===== src/rtl/sr_ff_bank_writer_if.sv =====
// Target-word handshake between the control side and sr_ff_bank_writer.
// The master offers tgt_data with tgt_valid; the slave accepts when tgt_ready is high.
interface sr_ff_bank_writer_if #(
  parameter int WIDTH = 8
);
  logic             tgt_valid;
  logic             tgt_ready;
  logic [WIDTH-1:0] tgt_data;

  modport master (output tgt_valid, output tgt_data, input tgt_ready);
  modport slave  (input tgt_valid, input tgt_data, output tgt_ready);
endinterface


===== src/rtl/sr_ff_bank_writer.sv =====
// Writer for a bank of SR flip-flops: drive S/R, settle, verify Q, retry, report done/err.
// Optional macro SR_FF_BANK_WRITER_FORCE_EN: drive every bit on each attempt, ignoring readback.
module sr_ff_bank_writer #(
  parameter int WIDTH      = 8,
  parameter int SETTLE_CYC = 1,
  parameter int MAX_RETRY  = 3
) (
  input  logic                              clk,
  input  logic                              rst,
  sr_ff_bank_writer_if.slave                tgt,
  input  logic [WIDTH-1:0]                  q_fb,
  output logic [WIDTH-1:0]                  s_out,
  output logic [WIDTH-1:0]                  r_out,
  output logic                              done,
  output logic                              err,
  output logic [WIDTH-1:0]                  err_mask,
  output logic [$clog2(MAX_RETRY+2)-1:0]    attempts
);

  localparam int AW = $clog2(MAX_RETRY + 2);
  localparam int CW = (SETTLE_CYC > 1) ? $clog2(SETTLE_CYC) : 1;

  typedef enum logic [2:0] {
    IDLE,
    DRIVE,
    SETTLE,
    CHECK,
    DONE,
    ERR
  } state_e;

  state_e           state_q, state_d;
  logic [WIDTH-1:0] tgt_q, tgt_d;
  logic [AW-1:0]    retry_q, retry_d;
  logic [CW-1:0]    settle_q, settle_d;

  logic [WIDTH-1:0] s_q, s_d;
  logic [WIDTH-1:0] r_q, r_d;
  logic [WIDTH-1:0] err_mask_q, err_mask_d;
  logic [AW-1:0]    attempts_q, attempts_d;
  logic             ready_q, ready_d;
  logic             done_q, done_d;
  logic             err_q, err_d;

  logic             accept;
  logic [WIDTH-1:0] exc_t, exc_s, exc_r;

  assign accept = (state_q == IDLE) && tgt.tgt_valid && ready_q;

  // Excitation target is the live input on accept, the captured word on retries.
  always_comb begin
    exc_t = (state_q == IDLE) ? tgt.tgt_data : tgt_q;
`ifdef SR_FF_BANK_WRITER_FORCE_EN
    exc_s = exc_t;
    exc_r = ~exc_t;
`else
    exc_s = exc_t & ~q_fb;
    exc_r = ~exc_t & q_fb;
`endif
  end

  // State register
  always_ff @(posedge clk) begin
    if (rst) begin
      state_q    <= IDLE;
      tgt_q      <= '0;
      retry_q    <= '0;
      settle_q   <= '0;
      s_q        <= '0;
      r_q        <= '0;
      err_mask_q <= '0;
      attempts_q <= '0;
      ready_q    <= 1'b1;
      done_q     <= 1'b0;
      err_q      <= 1'b0;
    end else begin
      state_q    <= state_d;
      tgt_q      <= tgt_d;
      retry_q    <= retry_d;
      settle_q   <= settle_d;
      s_q        <= s_d;
      r_q        <= r_d;
      err_mask_q <= err_mask_d;
      attempts_q <= attempts_d;
      ready_q    <= ready_d;
      done_q     <= done_d;
      err_q      <= err_d;
    end
  end

  // Next-state logic
  always_comb begin
    state_d  = state_q;
    tgt_d    = tgt_q;
    retry_d  = retry_q;
    settle_d = settle_q;
    unique case (state_q)
      IDLE: begin
        if (accept) begin
          tgt_d   = tgt.tgt_data;
          retry_d = '0;
          state_d = DRIVE;
        end
      end
      DRIVE: begin
        settle_d = '0;
        state_d  = SETTLE;
      end
      SETTLE: begin
        if (settle_q == CW'(SETTLE_CYC - 1)) state_d = CHECK;
        else                                  settle_d = settle_q + CW'(1);
      end
      CHECK: begin
        if (q_fb == tgt_q) begin
          state_d = DONE;
        end else if (retry_q < AW'(MAX_RETRY)) begin
          retry_d = retry_q + AW'(1);
          state_d = DRIVE;
        end else begin
          state_d = ERR;
        end
      end
      DONE:    state_d = IDLE;
      ERR:     state_d = IDLE;
      default: state_d = IDLE;
    endcase
  end

  // Output logic: every output is registered from the upcoming state
  always_comb begin
    s_d        = '0;
    r_d        = '0;
    err_mask_d = err_mask_q;
    attempts_d = attempts_q;
    ready_d    = (state_d == IDLE);
    done_d     = (state_d == DONE);
    err_d      = (state_d == ERR);
    if (state_d == DRIVE) begin
      s_d = exc_s;
      r_d = exc_r;
    end
    if (accept) err_mask_d = '0;
    if (state_d == ERR) err_mask_d = q_fb ^ tgt_q;
    if ((state_d == DONE) || (state_d == ERR)) attempts_d = retry_q + AW'(1);
  end

  assign tgt.tgt_ready = ready_q;
  assign s_out         = s_q;
  assign r_out         = r_q;
  assign done          = done_q;
  assign err           = err_q;
  assign err_mask      = err_mask_q;
  assign attempts      = attempts_q;

endmodule

===== src/flat_wrapper.sv =====
// flat-port wrapper written by rule: the top's interface ports become plain ports
module sr_ff_bank_writer_flat 
#(
  parameter int WIDTH      = 8,
  parameter int SETTLE_CYC = 1,
  parameter int MAX_RETRY  = 3
)
  (clk, rst, q_fb, s_out, r_out, done, err, err_mask, attempts, tgt_tgt_valid, tgt_tgt_data, tgt_tgt_ready);
  sr_ff_bank_writer_if #(.WIDTH(WIDTH)) tgt_i ();
  input  logic clk;
  input  logic rst;
  input  logic [WIDTH-1:0] q_fb;
  output logic [WIDTH-1:0] s_out;
  output logic [WIDTH-1:0] r_out;
  output logic done;
  output logic err;
  output logic [WIDTH-1:0] err_mask;
  output logic [$clog2(MAX_RETRY+2)-1:0] attempts;
  input wire logic [$bits(tgt_i.tgt_valid)-1:0] tgt_tgt_valid;
  input wire logic [$bits(tgt_i.tgt_data)-1:0] tgt_tgt_data;
  output wire logic [$bits(tgt_i.tgt_ready)-1:0] tgt_tgt_ready;
  assign tgt_i.tgt_valid = tgt_tgt_valid;
  assign tgt_i.tgt_data = tgt_tgt_data;
  assign tgt_tgt_ready = tgt_i.tgt_ready;
  sr_ff_bank_writer #(.WIDTH(WIDTH), .SETTLE_CYC(SETTLE_CYC), .MAX_RETRY(MAX_RETRY)) u_core (.clk(clk), .rst(rst), .tgt(tgt_i), .q_fb(q_fb), .s_out(s_out), .r_out(r_out), .done(done), .err(err), .err_mask(err_mask), .attempts(attempts));
endmodule

===== config.mk =====
export PLATFORM = sky130hd
export DESIGN_NAME = sr_ff_bank_writer_flat
export DESIGN_NICKNAME = d
export VERILOG_FILES = /design/src/rtl/sr_ff_bank_writer_if.sv /design/src/rtl/sr_ff_bank_writer.sv /design/src/flat_wrapper.sv
export SDC_FILE = /design/constraint.sdc
export NUM_CORES = 1
export LEC_CHECK = 0
export BUFFER_PORTS_ARGS = -buffer_cell sky130_fd_sc_hd__buf_2
export CORE_UTILIZATION = 51
export CTS_CLUSTER_DIAMETER = 80
export CTS_CLUSTER_SIZE = 25
export DETAILED_ROUTE_END_ITERATION = 8
export PLACE_DENSITY_LB_ADDON = 0.25
export SETUP_SLACK_MARGIN = 0.4
export SLEW_MARGIN = 25
export SYNTH_ARGS = -nofsm -noshare
export SYNTH_HDL_FRONTEND = slang
export SYNTH_SLANG_ARGS = --single-unit

===== constraint.sdc =====
create_clock -name clk -period 1.94 [get_ports clk]
set_input_delay 0.291 -clock clk [delete_from_list [all_inputs] [get_ports clk]]
set_output_delay 0.291 -clock clk [all_outputs]
set_load 0.02 [all_outputs]

==> flow_summary.toml <==
[clock_network]
cts.htree.levels = 2
clockRootBuffer = "clkbuf_4"
clk_latency_ns = 0.35
hold_buffers = 0
cts.sinks = 44
clk_pin_slew_ns = 0.12
cts_tree = "built"
cts_buffer_depth = 2
cts_buffers = 5

[die]
core_area_um2 = 3363
start_util_pct = 53.57
io_pins = 49
num_rows = 21
die-width_um = 61.44
die_area_um2 = 3774
fp.dieH_um = 61.44

[worst_setup_path]
worst_setup_path_start_kind = "flip-flop"
critPathBufInv = 1
crit_path_max_fanout = 8
crit_slowest_cell = "dfxtp_2"
critPathKind = "flip-flop to flip-flop"
critical_path.top_delay_family = "compound AO/OA/AOI/OAI gates"
worstPathArrival_ns = 1.99
crit_chain = "xnor2_2 > buf_4 > and4_4 > a311oi_4 > o211ai_4 > nor3_2"
required_ns = 2.23
max_stage_delay_ns = 0.35
r2r_start = "u_core.tgt_q[2]"
worst-path-stages = 6
reg2reg_setup_slack_ns = 0.24
crit_start = "u_core.tgt_q[2]"
cp-end-kind = "flip-flop"
worstRegToRegCells = 6

[drt]
num_vias = 1548
drtIter0Drc = 65
finalWirelength_um = 4097
drt-pass1-iter-count = 4
antenna_left = 0
via_per_inst = 5.338
wire_per_inst_um = 14.13
drc = 0

[synthesis]
yosysUniqueCellTypes = 37
ys.warnings.count = 0
synthCells = 182
yosys.area.top_type = "dfxtp_1"
synthTopCellsByArea = "dfxtp_1 (49%), nand2_1 (5.8%), mux2_2 (5.0%), mux2i_1 (4.4%), xnor2_1 (4.4%)"
yosysTopAreaCellShare_pct = 48.89
synth-seq-area-share_pct = 48.89
synth_area_um2 = 1802
ys_ff_latch = 44
synth_fp_nets = 202
syn_avg_cell_area_um2 = 9.900

[final_layout]
fillCellCount = 282
fin_nets = 264
synthToLayoutAreaGrowth_pct = 34.51
drive_gt1_share_pct = 51.64
design_area_um2 = 2424
diodes = 0

[grt]
antenna_found_initial = 0
grt_max_degree = 28
grt_usage_pct = 22.82
grt_overflow = 0
grt_pass1_wl_um = 6196
grt_pass1_vias = 1368

[timing]
setup_tns_ns = 0
timing.final.crit_share_pct = 87.88
drv_slew = 0
final-setup-viol-count = 0
fin_hold_ws_ns = 0.1369
worst_slew_pin_slew_ns = 0.5993
fmax_mhz = 586.6
finalHoldViolCount = 0
fin_crit_ns = 1.705
skew_ns = 0.005958
rsz0062_at_grt = "true"
slew_headroom_pct = 59.90

[run]
max_cap_violations = 0

[hold_path]
hold_class = "input pin to flip-flop"
whs_path_depth = 2
hold_start = "rst"

[place]
place_congestion = 0.7823
post_dp_cell_area_um2 = 2151
io_buffers = 48
post-dp-hpwl_um = 2712

[outcome]
status = "finished, final reports clean"

[pwr]
leakage_nw = 1.088
peakVddDrop_uv = 506.8
powerDensity_nw_per_um2 = 766.2
==> area by class of cell <==
type	instances	area (um^2)	share of cell area, %
timing repair buffer	63	360.3	14.87
multi-input combinational	130	1070	44.14
tap	46	57.56	2.375
sequential	44	885.9	36.55
clock buffer	5	37.54	1.549
clock inverter	2	12.51	0.5163
==> cells by family after synthesis <==
group | after synthesis | synth area share, %
AO/OA/AOI/OAI | 31 | 13.75
flip-flops | 44 | 48.89
AND/OR/NAND/NOR | 72 | 19.86
adder cells (fa/ha/maj) | 1 | 0.6943
buffers and inverters | 8 | 2.500
XOR/XNOR | 10 | 4.861
multiplexers | 16 | 9.445
==> where the power goes <==
part           internal, mW  leakage (nW)  switching, mW
combinational         0.194         0.703          0.251
clock                 0.132        0.0271          0.288
sequential            0.950         0.358         0.0415
total                  1.28          1.09          0.581
==> synthesized netlist by cell type, drive strengths merged <==
cell,n
nor3b,1
o21bai,1
and4,2
o21a,1
nor2,13
nand3,3
or3,1
a211oi,4
nand2,28
clkbuf,3
ha,1
or2,1
buf,5
and3b,1
o21ai,2
o2111ai,1
mux2,8
mux2i,8
a31o,1
o211ai,4
a311oi,1
and3,9
nand2b,1
a21oi,15
nor3,10
xnor2,9
xor2,1
nand4,2
o211a,1
dfxtp,44
==> stage by stage <==
stage | utilization (%) | total power [mW] | setup WS, ns | instances
6_report | 72.06 | 1.857 | 0.2352 | 290
5_1_grt | 72.06 | 1.939 | 0.1562 | 290
4_1_cts | 68.56 | 1.827 | 0.2555 | 288
3_5_place_dp | 63.95 | 1.385 | 0.1684 | 279
3_3_place_gp | 63.95 | 1.383 | 0.1531 | 279
2_1_floorplan | - | 1.266 | 0.3046 | 182
==> state kept, by name, indices dropped and copies added (netlist names) <==
name                  count
u_core.err_mask           8
u_core.r_out              8
u_core.s_out              8
u_core.tgt_q              8
u_core.attempts           3
u_core.retry_q            3
u_core.state_q            3
u_core.done               1
u_core.err                1
u_core.tgt.tgt_ready      1
==> timing repair <==
action / in CTS / in global routing
gates resized for setup: 18 / 27
setup endpoints to repair: 38 / 40
setup buffers: 2 / 2
pin swaps: 3 / 12
endpoints found under the hold margin: 0 / 0
==> worst paths after layout <==
kind	end
worst max-delay path	u_core.s_out[7]
worst min-delay path	u_core.state_q[0]
worst max register to register	u_core.s_out[7]
worst min register to register	u_core.tgt_q[5]
==> placed cells by master (no fill, tap or decap), types with 3 or more instances in the layout <==
cell and instances:
dfxtp_1 40, a211oi_1 3, xnor2_2 8, nor2_1 9, nor3_2 8, buf_4 13, a21oi_1 13, o211ai_1 3
dfxtp_2 4, and3_4 5, buf_2 48, and3_2 3, mux2_4 8, nand2_1 26, clkbuf_4 5, nor2_2 4
mux2i_1 8
==> layer usage <==
layer / routed length (um) / vias to the layer above / GRT usage (%)
met5: 0 / - / 0
met4: 35 / 0 / 5.714
met3: 181 / 4 / 6.933
met2: 2060 / 38 / 37.58
met1: 1818 / 745 / 29.43
li1: - / 761 / -
Note: power is estimated with default switching activity, not from simulation.
